### src/rtl/spi_sd_pkg.sv
// Shared register offsets, status bit positions and transfer state encoding
// for the memory-mapped SPI master.
package spi_sd_pkg;

    localparam logic [1:0] REG_DATA = 2'd0;
    localparam logic [1:0] REG_STAT = 2'd1;
    localparam logic [1:0] REG_DIV  = 2'd2;
    localparam logic [1:0] REG_SS   = 2'd3;

    localparam int BIT_BUSY = 7;
    localparam int BIT_DONE = 6;
    localparam int BIT_OVR  = 5;
    localparam int BIT_IE   = 0;

    typedef enum logic {
        ST_IDLE  = 1'b0,
        ST_SHIFT = 1'b1
    } xfer_state_e;

endpackage

### src/rtl/spi_sd_shift_engine.sv
// Mode-0 MSB-first 8-bit shift engine: half-period divider, sck/mosi
// generation, miso synchronizer and the TX/RX shift registers.
module spi_sd_shift_engine
    import spi_sd_pkg::*;
(
    input  logic       clk,
    input  logic       reset,
    input  logic       start,
    input  logic [7:0] tx_byte,
    input  logic [7:0] div,
    input  logic       miso,
    output logic       busy,
    output logic       done_pulse,
    output logic [7:0] rx_byte,
    output logic       sck,
    output logic       mosi
);

    xfer_state_e state, state_nx;
    logic [7:0]  cnt, cnt_nx;
    logic [7:0]  tx_sh, tx_sh_nx;
    logic [7:0]  rx_sh, rx_sh_nx;
    logic [3:0]  hcnt, hcnt_nx;
    logic        sck_nx, mosi_nx;
    logic [1:0]  miso_sync;

    assign busy    = (state == ST_SHIFT);
    assign rx_byte = rx_sh;

    always_ff @(posedge clk or posedge reset) begin
        if (reset) begin
            state     <= ST_IDLE;
            cnt       <= '0;
            tx_sh     <= '0;
            rx_sh     <= '0;
            hcnt      <= '0;
            sck       <= 1'b0;
            mosi      <= 1'b1;
            miso_sync <= '0;
        end else begin
            state     <= state_nx;
            cnt       <= cnt_nx;
            tx_sh     <= tx_sh_nx;
            rx_sh     <= rx_sh_nx;
            hcnt      <= hcnt_nx;
            sck       <= sck_nx;
            mosi      <= mosi_nx;
            miso_sync <= {miso_sync[0], miso};
        end
    end

    always_comb begin
        state_nx   = state;
        cnt_nx     = cnt;
        tx_sh_nx   = tx_sh;
        rx_sh_nx   = rx_sh;
        hcnt_nx    = hcnt;
        sck_nx     = sck;
        mosi_nx    = mosi;
        done_pulse = 1'b0;
        case (state)
            ST_IDLE: begin
                if (start) begin
                    state_nx = ST_SHIFT;
                    tx_sh_nx = tx_byte;
                    mosi_nx  = tx_byte[7];
                    sck_nx   = 1'b0;
                    cnt_nx   = div;
                    hcnt_nx  = '0;
                end
            end
            ST_SHIFT: begin
                if (cnt != 8'd0) begin
                    cnt_nx = cnt - 8'd1;
                end else begin
                    cnt_nx  = div;
                    sck_nx  = ~sck;
                    hcnt_nx = hcnt + 4'd1;
                    if (!sck) begin
                        rx_sh_nx = {rx_sh[6:0], miso_sync[1]};
                    end else if (hcnt == 4'd15) begin
                        // sixteenth half-period: byte complete, back to idle
                        done_pulse = 1'b1;
                        state_nx   = ST_IDLE;
                        mosi_nx    = 1'b1;
                    end else begin
                        tx_sh_nx = {tx_sh[6:0], 1'b0};
                        mosi_nx  = tx_sh[6];
                    end
                end
            end
            default: state_nx = ST_IDLE;
        endcase
    end

endmodule

### src/rtl/spi_sd_ctrl.sv
// 6502-bus SPI master for SD cards: register file, bus decode and IRQ.
// Optional interrupt enable under `SPI_SD_CTRL_IRQ_EN.
module spi_sd_ctrl
    import spi_sd_pkg::*;
#(
    parameter int         NUM_SS    = 1,
    parameter logic [7:0] DIV_RESET = 8'd2
) (
    input  logic              clk,
    input  logic              reset,
    input  logic              cs,
    input  logic              we,
    input  logic [1:0]        rs,
    input  logic [7:0]        data_in,
    output logic [7:0]        data_out,
    output logic              irq_n,
    output logic              spi_sck,
    output logic              spi_mosi,
    input  logic              spi_miso,
    output logic [NUM_SS-1:0] spi_ss_n
);

    logic [7:0]        rx_q, div_q, rx_byte, ss_rd;
    logic [NUM_SS-1:0] ss_q;
    logic              done_q, done_nx, ovr_q, ie;
    logic              busy, done_pulse, start;
    logic              data_wr, data_rd, stat_wr;

    assign data_wr  = cs && we && (rs == REG_DATA);
    assign data_rd  = cs && !we && (rs == REG_DATA);
    assign stat_wr  = cs && we && (rs == REG_STAT);
    assign start    = data_wr && !busy;
    // completion beats a same-cycle DATA read
    assign done_nx  = done_pulse ? 1'b1 : (data_rd ? 1'b0 : done_q);
    assign spi_ss_n = ss_q;

    spi_sd_shift_engine u_eng (
        .clk        (clk),
        .reset      (reset),
        .start      (start),
        .tx_byte    (data_in),
        .div        (div_q),
        .miso       (spi_miso),
        .busy       (busy),
        .done_pulse (done_pulse),
        .rx_byte    (rx_byte),
        .sck        (spi_sck),
        .mosi       (spi_mosi)
    );

    always_ff @(posedge clk or posedge reset) begin
        if (reset) begin
            rx_q   <= '0;
            div_q  <= DIV_RESET;
            ss_q   <= '1;
            done_q <= 1'b0;
            ovr_q  <= 1'b0;
        end else begin
            done_q <= done_nx;
            if (done_pulse)
                rx_q <= rx_byte;
            if (data_wr && busy)
                ovr_q <= 1'b1;
            else if (stat_wr && data_in[BIT_OVR])
                ovr_q <= 1'b0;
            if (cs && we && (rs == REG_DIV) && !busy)
                div_q <= data_in;
            if (cs && we && (rs == REG_SS))
                ss_q <= data_in[NUM_SS-1:0];
        end
    end

`ifdef SPI_SD_CTRL_IRQ_EN
    logic ie_q, ie_nx, irq_q;
    assign ie_nx = stat_wr ? data_in[BIT_IE] : ie_q;
    always_ff @(posedge clk or posedge reset) begin
        if (reset) begin
            ie_q  <= 1'b0;
            irq_q <= 1'b1;
        end else begin
            ie_q  <= ie_nx;
            irq_q <= ~(ie_nx & done_nx);
        end
    end
    assign ie    = ie_q;
    assign irq_n = irq_q;
`else
    assign ie    = 1'b0;
    assign irq_n = 1'b1;
`endif

    always_comb begin
        ss_rd             = '0;
        ss_rd[NUM_SS-1:0] = ss_q;
    end

    always_comb begin
        data_out = '0;
        case (rs)
            REG_DATA: data_out = rx_q;
            REG_STAT: begin
                data_out[BIT_BUSY] = busy;
                data_out[BIT_DONE] = done_q;
                data_out[BIT_OVR]  = ovr_q;
                data_out[BIT_IE]   = ie;
            end
            REG_DIV:  data_out = div_q;
            default:  data_out = ss_rd;
        endcase
    end

endmodule

### config.mk
export PLATFORM = sky130hd
export DESIGN_NAME = spi_sd_ctrl
export DESIGN_NICKNAME = d
export VERILOG_FILES = /design/src/rtl/spi_sd_pkg.sv /design/src/rtl/spi_sd_shift_engine.sv /design/src/rtl/spi_sd_ctrl.sv
export SDC_FILE = /design/constraint.sdc
export NUM_CORES = 1
export LEC_CHECK = 0
export ABC_AREA = 1
export CAP_MARGIN = 20
export CORE_MARGIN = 3
export CORE_UTILIZATION = 60
export DETAILED_ROUTE_END_ITERATION = 10
export GPL_TIMING_DRIVEN = 0
export PLACE_DENSITY = 0.84
export SETUP_SLACK_MARGIN = 0.15
export SYNTH_ARGS = -nofsm -noshare
export SYNTH_HDL_FRONTEND = slang
export SYNTH_SLANG_ARGS = --single-unit
### constraint.sdc
create_clock -name clk -period 2.3 [get_ports clk]
set_input_delay 0.23 -clock clk [delete_from_list [all_inputs] [get_ports clk]]
set_output_delay 0.23 -clock clk [all_outputs]
set_load 0.005 [all_outputs]
==> flow_summary.yaml, run 1 <==
critical_path:
  worstPathMaxFanout: 5
  start_kind: "input port"
  crit_path_end: "data_out[5]"
  cp_data_required_time_ns: 2.07
  r2r_start: "u_eng.cnt[0]$_DFFE_PP0P_"
  r2r_cells: 9
  crit_type: "in2out"
  timing.rr.end: "u_eng.cnt[3]$_DFFE_PP0P_"
  critPathLaunch: "rs[0]"
  end_kind: "primary output"
  r2r_setup_slack_ns: 0.66
  arrival_ns: 1.87
floorplan:
  die_w_um: 72.4
  io_pins: 27
  start_util: 0.643
  coreArea_um2: 4120
  fp.dieH_um: 72.4
  die_area_um2: 5240
  rows: 23
timing:
  finalClockSkew_ns: 0.00341
  final.period_utilization: 0.915
  fmaxAchievable_mhz: 475
  finalHoldViolations: 0
  fin_hold_ws_ns: 0.143
  maxSlewViolCount: 0
  rsz0062_at_grt: "yes"
  finalSetupViolCount: 0
  finalCriticalPeriod_ns: 2.10
clock_network:
  clock_tree.root_cell: "clkbuf_8"
  max-clock-path-buffers: 2
  clkLatencyLatePin_ns: 0.30
  cts_sinks: 51
  htree_levels: 2
  clk_pin_slew_ns: 0.09
  cts_inserted_buffers: 5
  tritoncts: "built"
  ctsHoldBuffers: 0
power:
  pwr-share-comb: 0.070
  p_clk_frac: 0.373
  p_per_area_nw_per_um2: 528
  totalPowerFinal_mw: 1.64
  peakVddDrop_mv: 0.425
  p_leak_nw: 1.49
  pwr-share-seq: 0.557
  power.internal_mw: 1.29
  swShare: 0.215
  p_switching_mw: 0.353
route:
  ant_nets: 0
  drt-pass1-iter-count: 4
  routed_wl_um: 5890
  viasPerCell: 5.43
  dr.first_iter.drc_count: 213
  drc: 0
  wire_per_inst_um: 14.3
  route.vias.total: 2238
global_route:
  grt_pass1_vias: 2087
  grt_overflow: 0
  antenna_found_initial: 0
  grt_max_degree: 44
  grt_pass1_wl_um: 9820
  track_usage: 0.244
synthesis:
  ys_warn_count: 0
  synth_cell_type_count: 30
  synth-main-ff-cell: "dfrtp_1"
  synth_nets: 342
  syn_avg_cell_area_um2: 8.16
  synthCells: 324
  ys_seq_elements: 51
  yosysSeqAreaShare: 0.484
  async_flop_share: 1.00
  syn-cell-area_um2: 2650
  synth_edf_count: 0
job:
  cap_violations: 0
placement:
  hpwl_um: 4150
  globalplace.congestion: 0.830
  placed_cell_area_um2: 2980
  port_buffers: 25
cells_and_area:
  nFillCells: 313
  post-route-cell-area_um2: 3120
  area_growth_pct: 17.8
  drive_above_1_share: 0.146
  fin_util: 0.757
  finalNetCount: 379
  diodes: 0
status:
  status: "complete, no violations"
min_path:
  hp-class: "in2async"
[stage by stage]
stage,TNS (ns),setup slack (ns),std cells
floorplan,0,0.845,324
global placement,-5.04,-0.107,399
detailed placement,0,0.137,400
CTS,0,0.151,408
global route,0,0.118,412
finish,0,0.196,412
[synth_stat cells (4+ instances only)]
| cell type | count | share of area |
|---|---|---|
| dfrtp_1 | 48 | 0.45 |
| o21ai_0 | 16 | 0.030 |
| nor2_4 | 8 | 0.034 |
| o21ai_1 | 13 | 0.025 |
| nor2_1 | 13 | 0.018 |
| nand2_1 | 102 | 0.14 |
| nand3_1 | 29 | 0.055 |
| inv_2 | 5 | 0.0071 |
| inv_1 | 38 | 0.054 |
| nand2_2 | 9 | 0.021 |
| o21ai_2 | 4 | 0.013 |
| a21oi_1 | 5 | 0.0095 |
[layer usage]
layer	share of wire	GRT usage	up-vias
li1	-	-	1099
met4	0.013	0.0799	0
met2	0.48	0.382	54
met3	0.039	0.0596	7
met1	0.47	0.335	1078
met5	0	0	-
[cell usage in the layout, fill, tap and decap left out, types with 4 or more instances in the layout]
cell	n
a21oi_1	5
buf_4	5
clkbuf_8	6
clkdlybuf4s50_1	24
dfrtp_1	48
inv_1	37
inv_2	6
nand2_1	102
nand2_2	9
nand3_1	29
nor2_1	13
nor2_4	8
o21ai_0	16
o21ai_1	13
o21ai_2	4
[what timing repair did]
action / CTS / global route
endpoints found under the hold margin: 0 / 0
gates resized for setup: 0 / 1
buffers inserted: 0 / 4
setup endpoints to repair: 3 / 7
pin swaps: 1 / 2
[power by group through the flow]
stage,Clock [mW],Sequential [mW],Combinational [mW]
after floorplan,0,0.933,0.0443
after global placement,0,0.934,0.100
after detailed placement,0,0.934,0.107
after CTS,0.620,0.916,0.108
after global routing,0.654,0.918,0.127
final,0.613,0.917,0.115
[cells by family after synthesis]
kind of cell | Yosys count | synth area share
flops | 51 | 0.484
other cells | 1 | 0.00142
buf+inv | 50 | 0.0913
compound gates | 46 | 0.0998
fa+ha+maj | 3 | 0.0142
xor+xnor | 2 | 0.00662
simple gates | 171 | 0.303
[how the worst min path moves through the flow]
stage	end	slack, ns	cells after the start
after floorplan	u_eng.miso_sync[0]$_DFF_PP0_	0.26	0
after global placement	u_eng.miso_sync[1]$_DFF_PP0_	0.33	0
after detailed placement	u_eng.miso_sync[1]$_DFF_PP0_	0.34	0
after CTS	u_eng.miso_sync[0]$_DFF_PP0_	0.15	2
after global routing	u_eng.miso_sync[0]$_DFF_PP0_	0.14	2
final	u_eng.miso_sync[0]$_DFF_PP0_	0.14	2
[worst max-delay path, cell delays in order]
cell and delay, ns:
clkdlybuf4s50_1 0.55, nor2_4 0.21, buf_4 0.16, nand2_1 0.06, o211ai_1 0.11, clkdlybuf4s50_1 0.55
[final cells by class]
cell class                      count  area, um^2  share of cell area
Inverter                           43         161              0.0518
Clock inverter                      1        30.0             0.00963
Buffer                              7        80.1              0.0257
Clock buffer                        7        76.3              0.0245
Timing Repair Buffer               30         303              0.0971
Tap cell                           50        62.6              0.0201
Multi-Input combinational cell    223        1120               0.360
Sequential cell                    51        1280               0.411
[sequential cells by signal, indices dropped and copies added (netlist names)]
signal / count
u_eng.hcnt: 4
u_eng.cnt: 8
rx_q: 8
u_eng.mosi: 1
div_q: 8
u_eng.busy: 1
spi_ss_n: 1
u_eng.tx_sh: 7
ovr_q: 1
u_eng.rx_byte: 8
u_eng.miso_sync: 2
done_q: 1
u_eng.sck: 1
No activity file was read; power rests on OpenSTA's default activity.
==> run 2, diff against run 1 <==
--- a/config.mk
+++ b/config.mk
@@ -8,10 +8,10 @@
 export ABC_AREA = 1
 export CAP_MARGIN = 20
 export CORE_MARGIN = 3
-export CORE_UTILIZATION = 60
+export CORE_UTILIZATION = 51
 export DETAILED_ROUTE_END_ITERATION = 10
 export GPL_TIMING_DRIVEN = 0
-export PLACE_DENSITY = 0.84
+export PLACE_DENSITY_LB_ADDON = 0.15
 export SETUP_SLACK_MARGIN = 0.15
 export SYNTH_ARGS = -nofsm -noshare
 export SYNTH_HDL_FRONTEND = slang
==> constraint.sdc (replaced) <==
create_clock -name clk -period 1.91 [get_ports clk]
set_input_delay 0.191 -clock clk [delete_from_list [all_inputs] [get_ports clk]]
set_output_delay 0.191 -clock clk [all_outputs]
set_load 0.005 [all_outputs]
==> run 2 against run 1 <==
Net effect: wire length fell by 5.8%; largest power group unchanged; largest cell class unchanged; critical path depth is 1 lower; cell count increased by 4.6%; register-to-register slack worse by 0.31 ns; flip-flop and latch count stayed put; sequential power grew 20%; utilization down 11 points; critical path type unchanged; clock power grew 25%; clock skew down 0.00052 ns; first-iteration DRC count is 42% lower.
==> flow_summary.yaml, run 2 (synthesis results as in run 1) <==
status:
  status: "complete, no violations"
timing:
  finalClockSkew_ns: 0.00289
  worst_pin_slew_ns: 0.577
  fmaxAchievable_mhz: 583
  rsz0062_at_grt: "no"
  final.period_utilization: 0.898
  maxSlewViolCount: 0
  finalHoldViolations: 0
  slew_headroom: 0.615
  finalSetupViolCount: 0
  finalCriticalPeriod_ns: 1.72
cells_and_area:
  diodes: 0
  drive_above_1_share: 0.165
  multiInputGateArea_um2: 1130
  layout_common_cells: "101 x nand2_1, 47 x dfrtp_1, 37 x inv_1"
  area_growth_pct: 20.2
  finalNetCount: 381
  post-route-cell-area_um2: 3180
  seq_area_um2: 1280
  final_common_cell: "nand2_1"
  nFillCells: 435
route:
  routed_wl_um: 5550
  dr.first_iter.drc_count: 123
  viasPerCell: 5.00
  wire_per_inst_um: 12.9
  drc: 0
  ant_nets: 0
  drt-pass1-iter-count: 6
  route.vias.total: 2153
global_route:
  antenna_found_initial: 0
  track_usage: 0.203
  grt_max_degree: 28
  grt_pass1_wl_um: 9750
  grt_overflow: 0
  grt_pass1_vias: 2081
power:
  peakVddDrop_mv: 0.428
  totalPowerFinal_mw: 2.00
  p_switching_mw: 0.415
  p_leak_nw: 1.57
  swShare: 0.207
  power.internal_mw: 1.59
  p_per_area_nw_per_um2: 629
  p_clk_frac: 0.383
  pwr-share-seq: 0.552
  pwr-share-comb: 0.065
floorplan:
  coreArea_um2: 4880
  start_util: 0.542
  fp.dieH_um: 78.0
  die_area_um2: 6090
  die_w_um: 78.0
  io_pins: 27
  rows: 25
clock_network:
  ctsHoldBuffers: 0
  htree_levels: 2
  clkLatencyLatePin_ns: 0.30
  cts_sinks: 51
  clock_tree.root_cell: "clkbuf_8"
  cts_inserted_buffers: 5
  tritoncts: "built"
  max-clock-path-buffers: 2
  clk_pin_slew_ns: 0.09
critical_path:
  start_kind: "input port"
  cp_data_required_time_ns: 1.72
  arrival_ns: 1.52
  end_kind: "primary output"
  crit_type: "in2out"
  worstPathMaxFanout: 5
placement:
  port_buffers: 25
  hpwl_um: 4160
  placed_cell_area_um2: 3000
  globalplace.congestion: 0.856
job:
  cap_violations: 0
min_path:
  hp-class: "in2async"
run 2: metrics by stage:
stage	setup WS (ns)	TNS [ns]	std cells	hold slack, ns	util
3_5_place_dp	-0.200	-1.07	417	0.340	0.615
4_1_cts	0.153	0	431	0.280	0.647
6_report	0.194	0	431	0.260	0.652
3_3_place_gp	-0.498	-24.93	416	0.333	0.611
5_1_grt	0.159	0	431	0.311	0.652
2_1_floorplan	0.494	0	324	0.222	-
run 2: final cells by class:
class | count | area share
Sequential cell | 51 | 0.403
Buffer | 7 | 0.0252
Timing Repair Buffer | 32 | 0.102
Clock inverter | 2 | 0.0110
Clock buffer | 6 | 0.0260
Inverter | 43 | 0.0508
Multi-Input combinational cell | 223 | 0.356
Tap cell | 67 | 0.0264
run 2: critical path, stage by stage:
cell and delay (ns):
dlygate4sd2_1 0.32, nor2_4 0.14, inv_1 0.12, o22ai_1 0.21
clkdlybuf4s50_1 0.54
run 2: what timing repair did:
item	in CTS	in global routing
setup endpoints to repair	8	8
cloned	0	0
gates resized for setup	4	7
pin swaps	2	0
setup buffers	6	0
run 2: worst paths after layout:
kind                                         startpoint                      endpoint  slack (ns)  cells past startpoint
hold / removal                                    reset           rx_q[0]$_DFFE_PP0P_        0.26                      2
setup / recovery                                  rs[0]                   data_out[4]        0.19                      5
min in group clk                               spi_miso  u_eng.miso_sync[0]$_DFF_PP0_        0.33                      1
setup reg to reg               u_eng.cnt[0]$_DFFE_PP0P_    u_eng.tx_sh[0]$_DFFE_PP0P_        0.35                      9
max in group asynchronous                         reset          u_eng.busy$_DFF_PP0_        1.11                      3
hold reg to reg            u_eng.miso_sync[0]$_DFF_PP0_  u_eng.miso_sync[1]$_DFF_PP0_        0.36                      0
run 2: power groups by stage:
stage | registers [mW] | logic (mW) | clock network, mW
floorplan | 1.12 | 0.0533 | 0
global placement | 1.12 | 0.122 | 0
detailed placement | 1.12 | 0.127 | 0
CTS | 1.10 | 0.133 | 0.786
global route | 1.11 | 0.147 | 0.828
finish | 1.10 | 0.131 | 0.766
run 2: layer usage:
| metal | vias up | GRT usage | wire, um |
|---|---|---|---|
| met1 | 984 | 0.284 | 2690 |
| met2 | 51 | 0.317 | 2530 |
| met3 | 9 | 0.0436 | 225 |
| li1 | 1109 | - | - |
| met5 | - | 0 | 0 |
| met4 | 0 | 0.0629 | 97 |
==> run 3, diff against run 2 <==
--- a/config.mk
+++ b/config.mk
@@ -12,6 +12,7 @@
 export DETAILED_ROUTE_END_ITERATION = 10
 export GPL_TIMING_DRIVEN = 0
 export PLACE_DENSITY_LB_ADDON = 0.15
+export REMOVE_ABC_BUFFERS = 1
 export SETUP_SLACK_MARGIN = 0.15
 export SYNTH_ARGS = -nofsm -noshare
 export SYNTH_HDL_FRONTEND = slang
==> run 3 against run 2 <==
Net effect: cell count is 1.4% lower; hold slack worse by 0.14 ns; clock power is 23% lower; flip-flop and latch count stayed put; critical endpoint is now data_out[5]; highest routed layer unchanged.
==> flow_summary.yaml, run 3 (synthesis results as in run 1) <==
status:
  status: "complete, no violations"
cells_and_area:
  diodes: 0
  area_growth_pct: 16.6
  finalNetCount: 375
  layout_common_cells: "101 x nand2_1, 47 x dfrtp_1, 36 x inv_1"
  final_common_cell: "nand2_1"
  drive_above_1_share: 0.154
  fin_cells: 425
  nFillCells: 441
critical_path:
  crit_type: "in2out"
  worstPathMaxFanout: 5
  arrival_ns: 1.51
  end_kind: "primary output"
  start_kind: "input port"
  cp_cell_sequence: "dlygate4sd2_1, nand2_1, o211ai_1, clkdlybuf4s50_1"
  slowest_delay_ns: 0.54
  cp_data_required_time_ns: 1.72
  path_buf_inv: 2
  crit_slowest_cell: "clkdlybuf4s50_1"
  path_delay_family: "buffers and inverters"
route:
  route.vias.total: 2127
  wire_per_inst_um: 13.2
  ant_nets: 0
  drt-pass1-iter-count: 5
  dr.first_iter.drc_count: 71
  routed_wl_um: 5600
  viasPerCell: 5.00
  drc: 0
timing:
  rsz0062_at_grt: "no"
  finalCriticalPeriod_ns: 1.70
  tns_ns: 0
  finalClockSkew_ns: 0.00325
  finalHoldViolations: 0
  maxSlewViolCount: 0
  fmaxAchievable_mhz: 588
  finalSetupViolCount: 0
  final.period_utilization: 0.891
  fin_hold_ws_ns: 0.119
clock_network:
  cts_inserted_buffers: 5
  tritoncts: "built"
  max-clock-path-buffers: 2
  clock_tree.root_cell: "clkbuf_8"
  ctsHoldBuffers: 0
  cts_sinks: 51
  htree_levels: 2
  clk_pin_slew_ns: 0.09
  clkLatencyLatePin_ns: 0.30
floorplan:
  coreArea_um2: 4880
  io_pins: 27
  fp.dieH_um: 78.0
  rows: 25
  start_util: 0.542
  die_area_um2: 6090
  die_w_um: 78.0
job:
  cap_violations: 0
placement:
  dp.cells: 410
  hpwl_um: 3950
  globalplace.congestion: 0.872
  port_buffers: 25
global_route:
  grt_overflow: 0
  grt_pass1_vias: 2108
  track_usage: 0.203
  grt_pass1_wl_um: 9810
  antenna_found_initial: 0
  grt_max_degree: 43
power:
  p_per_area_nw_per_um2: 591
  p_leak_nw: 1.48
  totalPowerFinal_mw: 1.82
  peakVddDrop_mv: 0.439
min_path:
  hp-class: "in2async"
-- run 3: worst reg2reg max path: stages, from the launching register on --
cell	delay, ns
dfrtp_1	0.40
inv_1	0.11
ha_1	0.18
nand3_1	0.12
nor2_4	0.18
nand2_2	0.11
nand2_8	0.12
nand2_2	0.13
nand2_1	0.10
nand2_1	0.05
-- run 3: routing by layer --
metal,GRT usage,vias to the layer above,share of wire
li1,-,1086,-
met1,0.281,994,0.49
met2,0.323,39,0.46
met3,0.0367,8,0.038
met4,0.0682,0,0.014
met5,0,-,0
-- run 3: path summary, 6_finish.rpt --
check / from / cells past startpoint / slack (ns) / end
worst max-delay path: rs[0] / 4 / 0.21 / data_out[5]
worst min-delay path: reset / 2 / 0.12 / u_eng.rx_byte[6]$_DFFE_PP0P_
worst max register to register: u_eng.cnt[0]$_DFFE_PP0P_ / 9 / 0.31 / u_eng.tx_sh[4]$_DFFE_PP0P_
worst min register to register: u_eng.miso_sync[0]$_DFF_PP0_ / 0 / 0.36 / u_eng.miso_sync[1]$_DFF_PP0_
max in group asynchronous: reset / 3 / 1.24 / u_eng.mosi$_DFFE_PP1P_
min in group clk: rs[1] / 5 / 0.30 / spi_ss_n$_DFFE_PP1P_
-- run 3: metrics by stage --
stage	setup WS, ns	instance area (um^2)	utilization
after floorplan	0.281	2560	-
after global placement	-0.534	2900	0.594
after detailed placement	-0.201	2920	0.598
after CTS	0.135	3050	0.625
after global routing	0.159	3080	0.632
final	0.209	3080	0.632
-- run 3: area by class of cell --
type | count | area, um^2 | share of cell area
clock buffer | 7 | 76.3 | 0.0248
multi-input combinational | 223 | 1140 | 0.371
timing repair buffer | 33 | 329 | 0.107
sequential | 51 | 1280 | 0.416
inverter | 43 | 161 | 0.0524
tap | 67 | 83.8 | 0.0272
clock inverter | 1 | 5.00 | 0.00162
-- run 3: report_power, final --
part | total, mW | leakage [nW] | internal, mW | switching (mW)
Combinational | 0.129 | 0.787 | 0.0624 | 0.0671
Sequential | 1.10 | 0.647 | 1.10 | 0.00670
Clock | 0.590 | 0.0422 | 0.258 | 0.333
-- run 3: what timing repair did --
action                     CTS  global route
pin swaps                    2             1
hold endpoints to repair     0             0
gates resized for setup      7             7
setup endpoints to repair   45            13
buffers inserted             6             1
